--- config.mk ---
export PLATFORM = sky130hd
export DESIGN_NAME = native_rd_sched
export DESIGN_NICKNAME = d
export VERILOG_FILES = /design/src/rtl/native_rd_sched_pkg.sv /design/src/rtl/native_rd_addr_gen.sv /design/src/rtl/native_rd_sched.sv
export SDC_FILE = /design/constraint.sdc
export NUM_CORES = 1
export LEC_CHECK = 0
export ABC_AREA = 1
export ABC_CLOCK_PERIOD_IN_PS = 4700
export BUFFER_PORTS_ARGS = -buffer_cell sky130_fd_sc_hd__buf_2
export CAP_MARGIN = 20
export CORE_ASPECT_RATIO = 1.75
export CORE_MARGIN = 8
export CORE_UTILIZATION = 25
export DETAILED_ROUTE_END_ITERATION = 8
export GPL_ROUTABILITY_DRIVEN = 0
export GPL_TIMING_DRIVEN = 0
export PLACE_DENSITY_LB_ADDON = 0.25
export REMOVE_ABC_BUFFERS = 1
export SYNTH_ARGS = -nofsm -noshare
export SYNTH_HDL_FRONTEND = slang
export SYNTH_SLANG_ARGS = --single-unit
--- constraint.sdc ---
create_clock -name clock -period 4.7 [get_ports clock]
set_input_delay 0.94 -clock clock [delete_from_list [all_inputs] [get_ports clock]]
set_output_delay 0.94 -clock clock [all_outputs]
set_load 0.01 [all_outputs]
--- src/rtl/native_rd_sched_pkg.sv ---
// Shared types and constants for the native video read scheduler.
// Used by native_rd_sched and native_rd_addr_gen.
package native_rd_sched_pkg;

  typedef enum logic [2:0] {
    ST_IDLE,
    ST_REQ,
    ST_WAIT,
    ST_HOLD,
    ST_DONE
  } state_t;

  localparam logic [31:0] MODE_LINE = "LINE";
  localparam logic [31:0] MODE_ONCE = "ONCE";
  localparam logic [15:0] SAT16     = 16'hFFFF;

endpackage

--- src/rtl/native_rd_addr_gen.sv ---
// Line address walker: loads the frame base and stride, then steps by the stride.
// The accumulator means line addresses never need a multiply.
module native_rd_addr_gen
  import native_rd_sched_pkg::*;
#(
  parameter int AWIDTH = 32
) (
  input  logic              clock,
  input  logic              rst_n,
  input  logic              load,
  input  logic              advance,
  input  logic [AWIDTH-1:0] base_addr,
  input  logic [AWIDTH-1:0] line_stride,
  output logic [AWIDTH-1:0] cur_addr
);

  logic [AWIDTH-1:0] sh_stride;

  // cur_addr doubles as the shadow base: it takes base_addr on load
  always_ff @(posedge clock or negedge rst_n) begin
    if (!rst_n) begin
      cur_addr  <= '0;
      sh_stride <= '0;
    end else if (load) begin
      cur_addr  <= base_addr;
      sh_stride <= line_stride;
    end else if (advance) begin
      cur_addr  <= cur_addr + sh_stride;
    end
  end

endmodule

--- src/rtl/native_rd_sched.sv ---
// Frame-buffer read scheduler for the native video path (MODE "LINE" or "ONCE").
// Define NATIVE_RD_SCHED_UNDERRUN_EN to build the saturating underrun counter.
module native_rd_sched
  import native_rd_sched_pkg::*;
#(
  parameter logic [31:0] MODE   = MODE_LINE,
  parameter int          AWIDTH = 32
) (
  input  logic              clock,
  input  logic              rst_n,
  input  logic              enable,
  input  logic [AWIDTH-1:0] base_addr,
  input  logic [AWIDTH-1:0] line_stride,
  input  logic [15:0]       vactive,
  input  logic [15:0]       hactive,
  input  logic              falign,
  input  logic              lalign,
  input  logic              ealign,
  output logic              req_valid,
  input  logic              req_ready,
  output logic [AWIDTH-1:0] req_addr,
  output logic [31:0]       req_len,
  input  logic              rd_done,
  output logic              busy,
  output logic [15:0]       line_idx,
  output logic [15:0]       frame_cnt,
  output logic [15:0]       underrun_cnt
);

  localparam bit ONCE_M = (MODE == MODE_ONCE);

  state_t      state;
  state_t      nxt;
  logic        load;
  logic        adv;
  logic        geom_ok;
  logic        pend;
  logic        resync;
  logic [15:0] sh_vactive;
  logic [31:0] frame_len;

  assign geom_ok   = (vactive != 16'd0) && (hactive != 16'd0);
  assign frame_len = {16'd0, hactive} * {16'd0, vactive};

  native_rd_addr_gen #(
    .AWIDTH (AWIDTH)
  ) u_addr_gen (
    .clock       (clock),
    .rst_n       (rst_n),
    .load        (load),
    .advance     (adv),
    .base_addr   (base_addr),
    .line_stride (line_stride),
    .cur_addr    (req_addr)
  );

  // Next-state decode; load/adv must be combinational so the address lands with req_valid
  always_comb begin
    nxt  = state;
    load = 1'b0;
    adv  = 1'b0;
    case (state)
      ST_IDLE: begin
        if (enable && falign && geom_ok) begin
          load = 1'b1;
          nxt  = ST_REQ;
        end
      end
      ST_REQ: begin
        if (req_ready) nxt = ST_WAIT;
      end
      ST_WAIT: begin
        if (rd_done) begin
          if (!enable) begin
            nxt = ST_IDLE;
          end else if (resync || falign) begin
            load = geom_ok;
            nxt  = geom_ok ? ST_REQ : ST_IDLE;
          end else if (ONCE_M) begin
            nxt = ST_DONE;
          end else begin
            adv = 1'b1;
            if (line_idx + 16'd1 == sh_vactive) nxt = ST_DONE;
            else if (pend || lalign)            nxt = ST_REQ;
            else                                nxt = ST_HOLD;
          end
        end
      end
      ST_HOLD: begin
        if (!enable) begin
          nxt = ST_IDLE;
        end else if (falign) begin
          load = geom_ok;
          nxt  = geom_ok ? ST_REQ : ST_IDLE;
        end else if (lalign) begin
          nxt = ST_REQ;
        end
      end
      ST_DONE: begin
        if (!enable) begin
          nxt = ST_IDLE;
        end else if (falign) begin
          load = geom_ok;
          nxt  = geom_ok ? ST_REQ : ST_IDLE;
        end else if (ealign) begin
          nxt = ST_IDLE;
        end
      end
      default: nxt = ST_IDLE;
    endcase
  end

  always_ff @(posedge clock or negedge rst_n) begin
    if (!rst_n) begin
      state      <= ST_IDLE;
      req_valid  <= 1'b0;
      busy       <= 1'b0;
      req_len    <= '0;
      line_idx   <= '0;
      frame_cnt  <= '0;
      sh_vactive <= '0;
      pend       <= 1'b0;
      resync     <= 1'b0;
    end else begin
      state     <= nxt;
      req_valid <= (nxt == ST_REQ);
      busy      <= (nxt != ST_IDLE);

      if (load) begin
        line_idx   <= '0;
        sh_vactive <= vactive;
        req_len    <= ONCE_M ? frame_len : {16'd0, hactive};
      end else if (adv) begin
        line_idx   <= line_idx + 16'd1;
      end

      // Pending lalign and resync only live while a request is in flight
      if (load || (state == ST_WAIT && rd_done)) begin
        pend   <= 1'b0;
        resync <= 1'b0;
      end else if (state == ST_REQ || state == ST_WAIT) begin
        if (lalign) pend   <= 1'b1;
        if (falign) resync <= 1'b1;
      end

      if (state == ST_DONE && (ealign || falign)) frame_cnt <= frame_cnt + 16'd1;
    end
  end

`ifdef NATIVE_RD_SCHED_UNDERRUN_EN
  function automatic logic [15:0] sat_inc16(input logic [15:0] v);
    return (v == SAT16) ? v : v + 16'd1;
  endfunction

  logic ur_hit;
  assign ur_hit = lalign && (state == ST_REQ || (state == ST_WAIT && !rd_done));

  always_ff @(posedge clock or negedge rst_n) begin
    if (!rst_n)      underrun_cnt <= '0;
    else if (ur_hit) underrun_cnt <= sat_inc16(underrun_cnt);
  end
`else
  assign underrun_cnt = 16'd0;
`endif

endmodule
Word-level counts from Yosys, hierarchy flattened
Index checks and enable logic that the tools add are counted.
{"block": "classes", "addsub": 3, "eq_ne": 6, "mux": 36, "n_reduce_logical": 21}
{"cell": "$mux W32", "n": 2}
{"cell": "$mux W3", "n": 12}
{"cell": "$add A16 B1 Y16 const B", "n": 2}
{"cell": "$add A32 B32 Y32", "n": 1}
{"cell": "$mux W16", "n": 2}
{"cell": "$reduce_bool A16 Y1", "n": 2}
{"cell": "$mux W1", "n": 17}
{"cell": "$eq A16 B16 Y1", "n": 1}
{"cell": "$pmux W3 S5", "n": 1}
{"cell": "$reduce_bool A2 Y1", "n": 4}
{"cell": "$eq A3 B1 Y1 const B", "n": 2}
{"cell": "$eq A3 B2 Y1 const B", "n": 2}
{"cell": "$logic_and A1 B1 Y1", "n": 5}
{"cell": "$logic_or A1 B1 Y1", "n": 5}
{"cell": "$reduce_and A2 Y1", "n": 2}
{"cell": "$eq A3 B3 Y1 const B", "n": 1}
{"cell": "$logic_not A3 Y1", "n": 1}
{"cell": "$pmux W1 S3", "n": 1}
{"cell": "$reduce_bool A3 Y1", "n": 1}
{"cell": "$mux W2", "n": 1}
{"cell": "$reduce_or A2 Y1", "n": 1}
{"block": "totals", "ff_bits": 135, "inputBits": 104, "wordCells": 77}

Longest topological paths before layout
{"block": "logic_depth", "ltp_word": 9, "ltp_mapped": 17, "ltp_nobuf": 17}

Cells and area by module
A second synthesis with hierarchy kept.
{"block": "hier_totals", "hier_cells": 1225, "area_unflattened_um2": 9120.0}
{"mod": "native_rd_addr_gen", "n_inst": 1, "cells_each": 696, "area_per_inst_um2": 4904.7, "seq_area_each_um2": 1601.5}
{"mod": "native_rd_sched", "n_inst": 1, "cells_each": 529, "area_per_inst_um2": 4215.3, "seq_area_each_um2": 1776.7}

Worst setup path after synthesis
Ideal clock, no wire load.
{"block": "synth_timing", "kind": "input to register", "start": "input port hactive[1]", "end": "register u_addr_gen.cur_addr[13]", "setup_ps": 124, "arrival_time_ps": 2199, "required_time_ps": 4576, "slack_ps": 2377, "cell_stages": 11, "path_cell_list": "nor4_1 -> nand3_1 -> nand2_1 -> nor2_1 -> nand3_1 -> nand2_1 -> nor2_4 -> nand2_2 -> buf_2 -> o211ai_1 -> nand2_1"}
{"block": "synth_between", "elab_chain_len": 7, "word_cells_on_any_way": 12, "cone_classes": "mux (8); reduce/logical (4)"}
{"item": "start: declaration", "line_no": "native_rd_sched.sv:15", "text": "input logic [15:0] hactive,"}
{"item": "$reduce_bool A16 Y1 (*)", "line_no": "native_rd_sched.sv:42", "text": "assign geom_ok = (vactive != 16'd0) && (hactive != 16'd0);"}
{"item": "$logic_and A1 B1 Y1 (*)", "line_no": "native_rd_sched.sv:42"}
{"item": "$mux W1", "line_no": "native_rd_sched.sv:76", "text": "end else if (resync || falign) begin"}
{"item": "$mux W1", "line_no": "native_rd_sched.sv:74", "text": "if (!enable) begin"}
{"item": "$mux W1", "line_no": "native_rd_sched.sv:73", "text": "if (rd_done) begin"}
{"item": "$pmux W1 S3 (*)", "line_no": "native_rd_sched.sv:62", "text": "case (state)"}
{"item": "$mux W32 / $reduce_bool A2 Y1 (equally long branches)"}
{"item": "end signal: assignment", "line_no": "native_rd_addr_gen.sv:25", "text": "cur_addr <= base_addr;"}
{"item": "end signal: assignment", "line_no": "native_rd_addr_gen.sv:28", "text": "cur_addr <= cur_addr + sh_stride;"}
{"item": "end: declaration", "line_no": "native_rd_addr_gen.sv:14", "text": "output logic [AWIDTH-1:0] cur_addr"}
Mark *: on every way between the ends. The rest lies on a longest branch, timed or not.
A chain may end at the register's enable or synchronous reset.

Final worst setup path
{"block": "layout_timing", "start": "input port vactive[1]", "end": "register u_addr_gen.cur_addr[6]"}
{"block": "layout_between", "elab_chain_len": 7, "word_cells_on_any_way": 12, "cone_classes": "mux (8); reduce/logical (4)"}
{"item": "start: declaration", "line_no": "native_rd_sched.sv:14", "text": "input logic [15:0] vactive,"}
{"item": "$reduce_bool A16 Y1 (*)", "line_no": "native_rd_sched.sv:42"}
{"item": "$logic_and A1 B1 Y1 (*)", "line_no": "native_rd_sched.sv:42"}
{"item": "$mux W1", "line_no": "native_rd_sched.sv:76"}
{"item": "$mux W1", "line_no": "native_rd_sched.sv:74"}
{"item": "$mux W1", "line_no": "native_rd_sched.sv:73"}
{"item": "$pmux W1 S3 (*)", "line_no": "native_rd_sched.sv:62"}
{"item": "$mux W32 / $reduce_bool A2 Y1 (equally long branches)"}
Marks and branches as above.

==> metrics.md <==
| Metric | Value |
|---|---|
| Status | completed |
| Max transition margin | 38.00% |
| First-pass GRT wire length | about 47000 um |
| Peak supply drop | 0.2777 mV |
| Clk pwr share | a little over a fifth |
| Vias in the first global route | 8434 |
| Min-Delay Startpoint | req_len[10] |
| CP max FO | 35 |
| Post-Syn Instances | about 1200 |
| Vias | 8111 |
| Synth top area share | about two fifths |
| Cell area after synthesis | 8546 um^2 |
| Post-synth top cells | nand2_1, dfrtp_1, inv_1 |
| Final Skew | ~0.0079 ns |
| Worst Setup End Kind | register |
| Reg clk slew, reported paths | around 0.070 ns |
| TritonRoute pass-1 iters | 5 |
| Share of cells above drive strength 1 | 18.32% |
| Cell-internal power | 0.003647 W |
| Hold Vio Cnt, Final | 0 |
| RSZ-0062 raised after global routing | false |
| Setup ws final | 0.4814 ns |
| Prevailing post-synth register cell | dfrtp_1 |
| Max Cap Violations | 0 |
| Yosys warning count | 0 |
| Root buffer cell | clkbuf_16 |
| Register bit total from synthesis | around 140 |
| Num rows | 89 |
| Synth-to-layout area growth | 23.00% |
| Fill cells | 3702 |
| Avg Inst Size Synth | 7.298 um^2 |
| Post-synth EDFFs | 0 |
| Post-cts sizing count | 0 |
| Count leader, synth | nand2_1 |
| Detail Route Antenna Nets | 0 |
| Pre-CTS setup slack | -0.2749 ns |
| DRC Markers | 0 |
| Sw Share | 45.82% |
| Reg2reg start | state[2] |
| Ys async rst share | between 90% and 100% |
| Critical Path RT | 5.06 ns |
| Data arrival, critical path | 4.58 ns |
| TritonCTS clock tree | yes |
| Number of H-tree levels | 4 |
| Comb pwr share | between 50 and 60% |
| Routed length per instance | roughly 17 um |
| Nets | 1490 |
| I/O Buffers | 185 |
| Post-CTS Setup Inserts | 0 |
| Crit start category | input port |
| Post-synthesis sequential area ratio | 39.53% |
| Cell variety after synth | 45 |
| P per Cell Area | 640.4 nW/um^2 |
| Leak | 5.658 nW |
| Cell taking the most area after synthesis | dfrtp_1 |
| Share of total power in sequential cells | 28.0% |
| Hold crit path type | reg -> reg |
| Die Area | 40590 um^2 |
| Hold-fix buffers, CTS | 0 |
| DR vias/cell | 4.454 |
| Max-slew violations | 0 |
| Total CTS buffers | 17 |
| Remaining global-route overflow | 0 |
| Synth top area cells | dfrtp_1, nand2_1, ha_1, inv_1, nand3_1 |
| CORE AREA | 33740 um^2 |
| Iteration-0 DRC Markers | 360 |
| Initial core utilization | 25.33% |
| Clock tree buffer depth | 2 |
| Crit path from | vactive[1] |
| Initial antenna violation count | 3 |
| Fin crit share | 89.76% |
| Total power | 0.006731 W |
| Clock Sinks | 135 |
| Worst-Margin Slew | 0.9267 ns |
| Setup CP Type | in -> reg |
| Largest net degree at the start of global routing | 78 |
| Post-Route WL | 30640 um |
| Overall routing resource usage | 15.26% |
| Max Clock Freq | around 240 MHz |
| Die Width | 155.8 um |
| Worst skew pair latency | 0.44 ns |
| HPWL after DPL | 23860 um |
| Final setup viols | 0 |
| Die Span Y | around 260 um |
| Tmin final | 4.219 ns |
| Final core utilization | 31.15% |
| Net Switching | 0.003084 W |
| IO Pins | about 220 |
==> state kept, by name (all words and copies together), names as in the netlist <==
signal,cells
sh_vactive,16
req_len,16
frame_cnt,16
state,3
busy,1
resync,1
u_addr_gen.cur_addr,32
line_idx,16
pend,1
req_valid,1
u_addr_gen.sh_stride,32
==> worst max-delay path, cell delays in order <==
cell and delay (ns):
buf_2 0.10, nor2_1 0.20, nand4_1 0.22, nand3b_1 0.26, nand2_1 0.11, nor2_1 0.07, nand4_1 0.17, inv_1 0.10
nor2_4 0.61, buf_16 0.25, nand2_2 0.55, clkinv_2 0.75, nand2_1 0.12, o211ai_1 0.11
==> worst paths after layout <==
check / end / slack, ns / cells after the start
setup / recovery: u_addr_gen.cur_addr[6] / 0.48 / 14
hold / removal: req_len[10] / 0.46 / 2
min in group asynchronous: sh_vactive[1] / 0.47 / 1
hold reg to reg: req_len[10] / 0.46 / 2
setup reg to reg: u_addr_gen.cur_addr[6] / 1.11 / 11
max in group asynchronous: u_addr_gen.sh_stride[29] / 3.37 / 2
==> final cells by class <==
cell class,count,area (um^2),area share [%]
repair buffers,190,1042,9.916
flip-flops and latches,135,3378,32.14
multi-input cells,903,4521,43.01
diodes,1,2.502,0.02381
clock buffers,18,429.2,4.083
clock inverters,14,173.9,1.655
well taps,455,569.3,5.416
inverters,105,395.4,3.761
==> per-layer routing <==
metal,wire length [um],up-vias,GRT usage [%]
met1,10870,3771,14.37
met5,30,-,0
met4,1023,4,7.526
met3,1181,52,3.164
li1,-,4101,-
met2,17540,183,30.24
==> logic make-up after synthesis <==
kind of cell    share of synthesized area (%)
fa+ha+maj                               5.066
other cells                           0.04388
compound gates                          10.18
xor+xnor                                4.261
buf+inv                                 9.019
flops                                   39.53
simple gates                            31.90
==> cell usage in the layout (no fill, tap or decap), types with 11 or more instances in the layout <==
cell and instances:
nand2_1 424, buf_2 184, dfrtp_1 135, inv_1 103, nor2_1 84, nand3_1 72
o21ai_0 48, a21oi_1 45, ha_1 33, conb_1 32, xor2_1 23, nand4_1 21
clkbuf_16 17, xnor2_1 16, o21ai_1 14, o211ai_1 13, nor3_1 11
==> power by group through the flow <==
stage | clock, W | combinational (W) | sequential [W]
floorplan | 0 | 0.00223 | 0.00193
global placement | 0 | 0.00341 | 0.00190
detailed placement | 0 | 0.00345 | 0.00190
CTS | 0.00147 | 0.00347 | 0.00189
global route | 0.00150 | 0.00388 | 0.00194
finish | 0.00142 | 0.00343 | 0.00188
==> metrics by stage <==
stage | std cells | setup TNS [ns] | cell area [um^2] | hold slack, ns
after floorplan | 1143 | 0 | 8287 | 0.4459
after global placement | 1783 | -66.32 | 9782 | 0.4498
after detailed placement | 1788 | -7.902 | 9906 | 0.4529
after CTS | 1820 | 0 | 10510 | 0.4691
after global routing | 1821 | 0 | 10510 | 0.4875
final | 1821 | 0 | 10510 | 0.4638
Power figures use the tool's default switching activity.
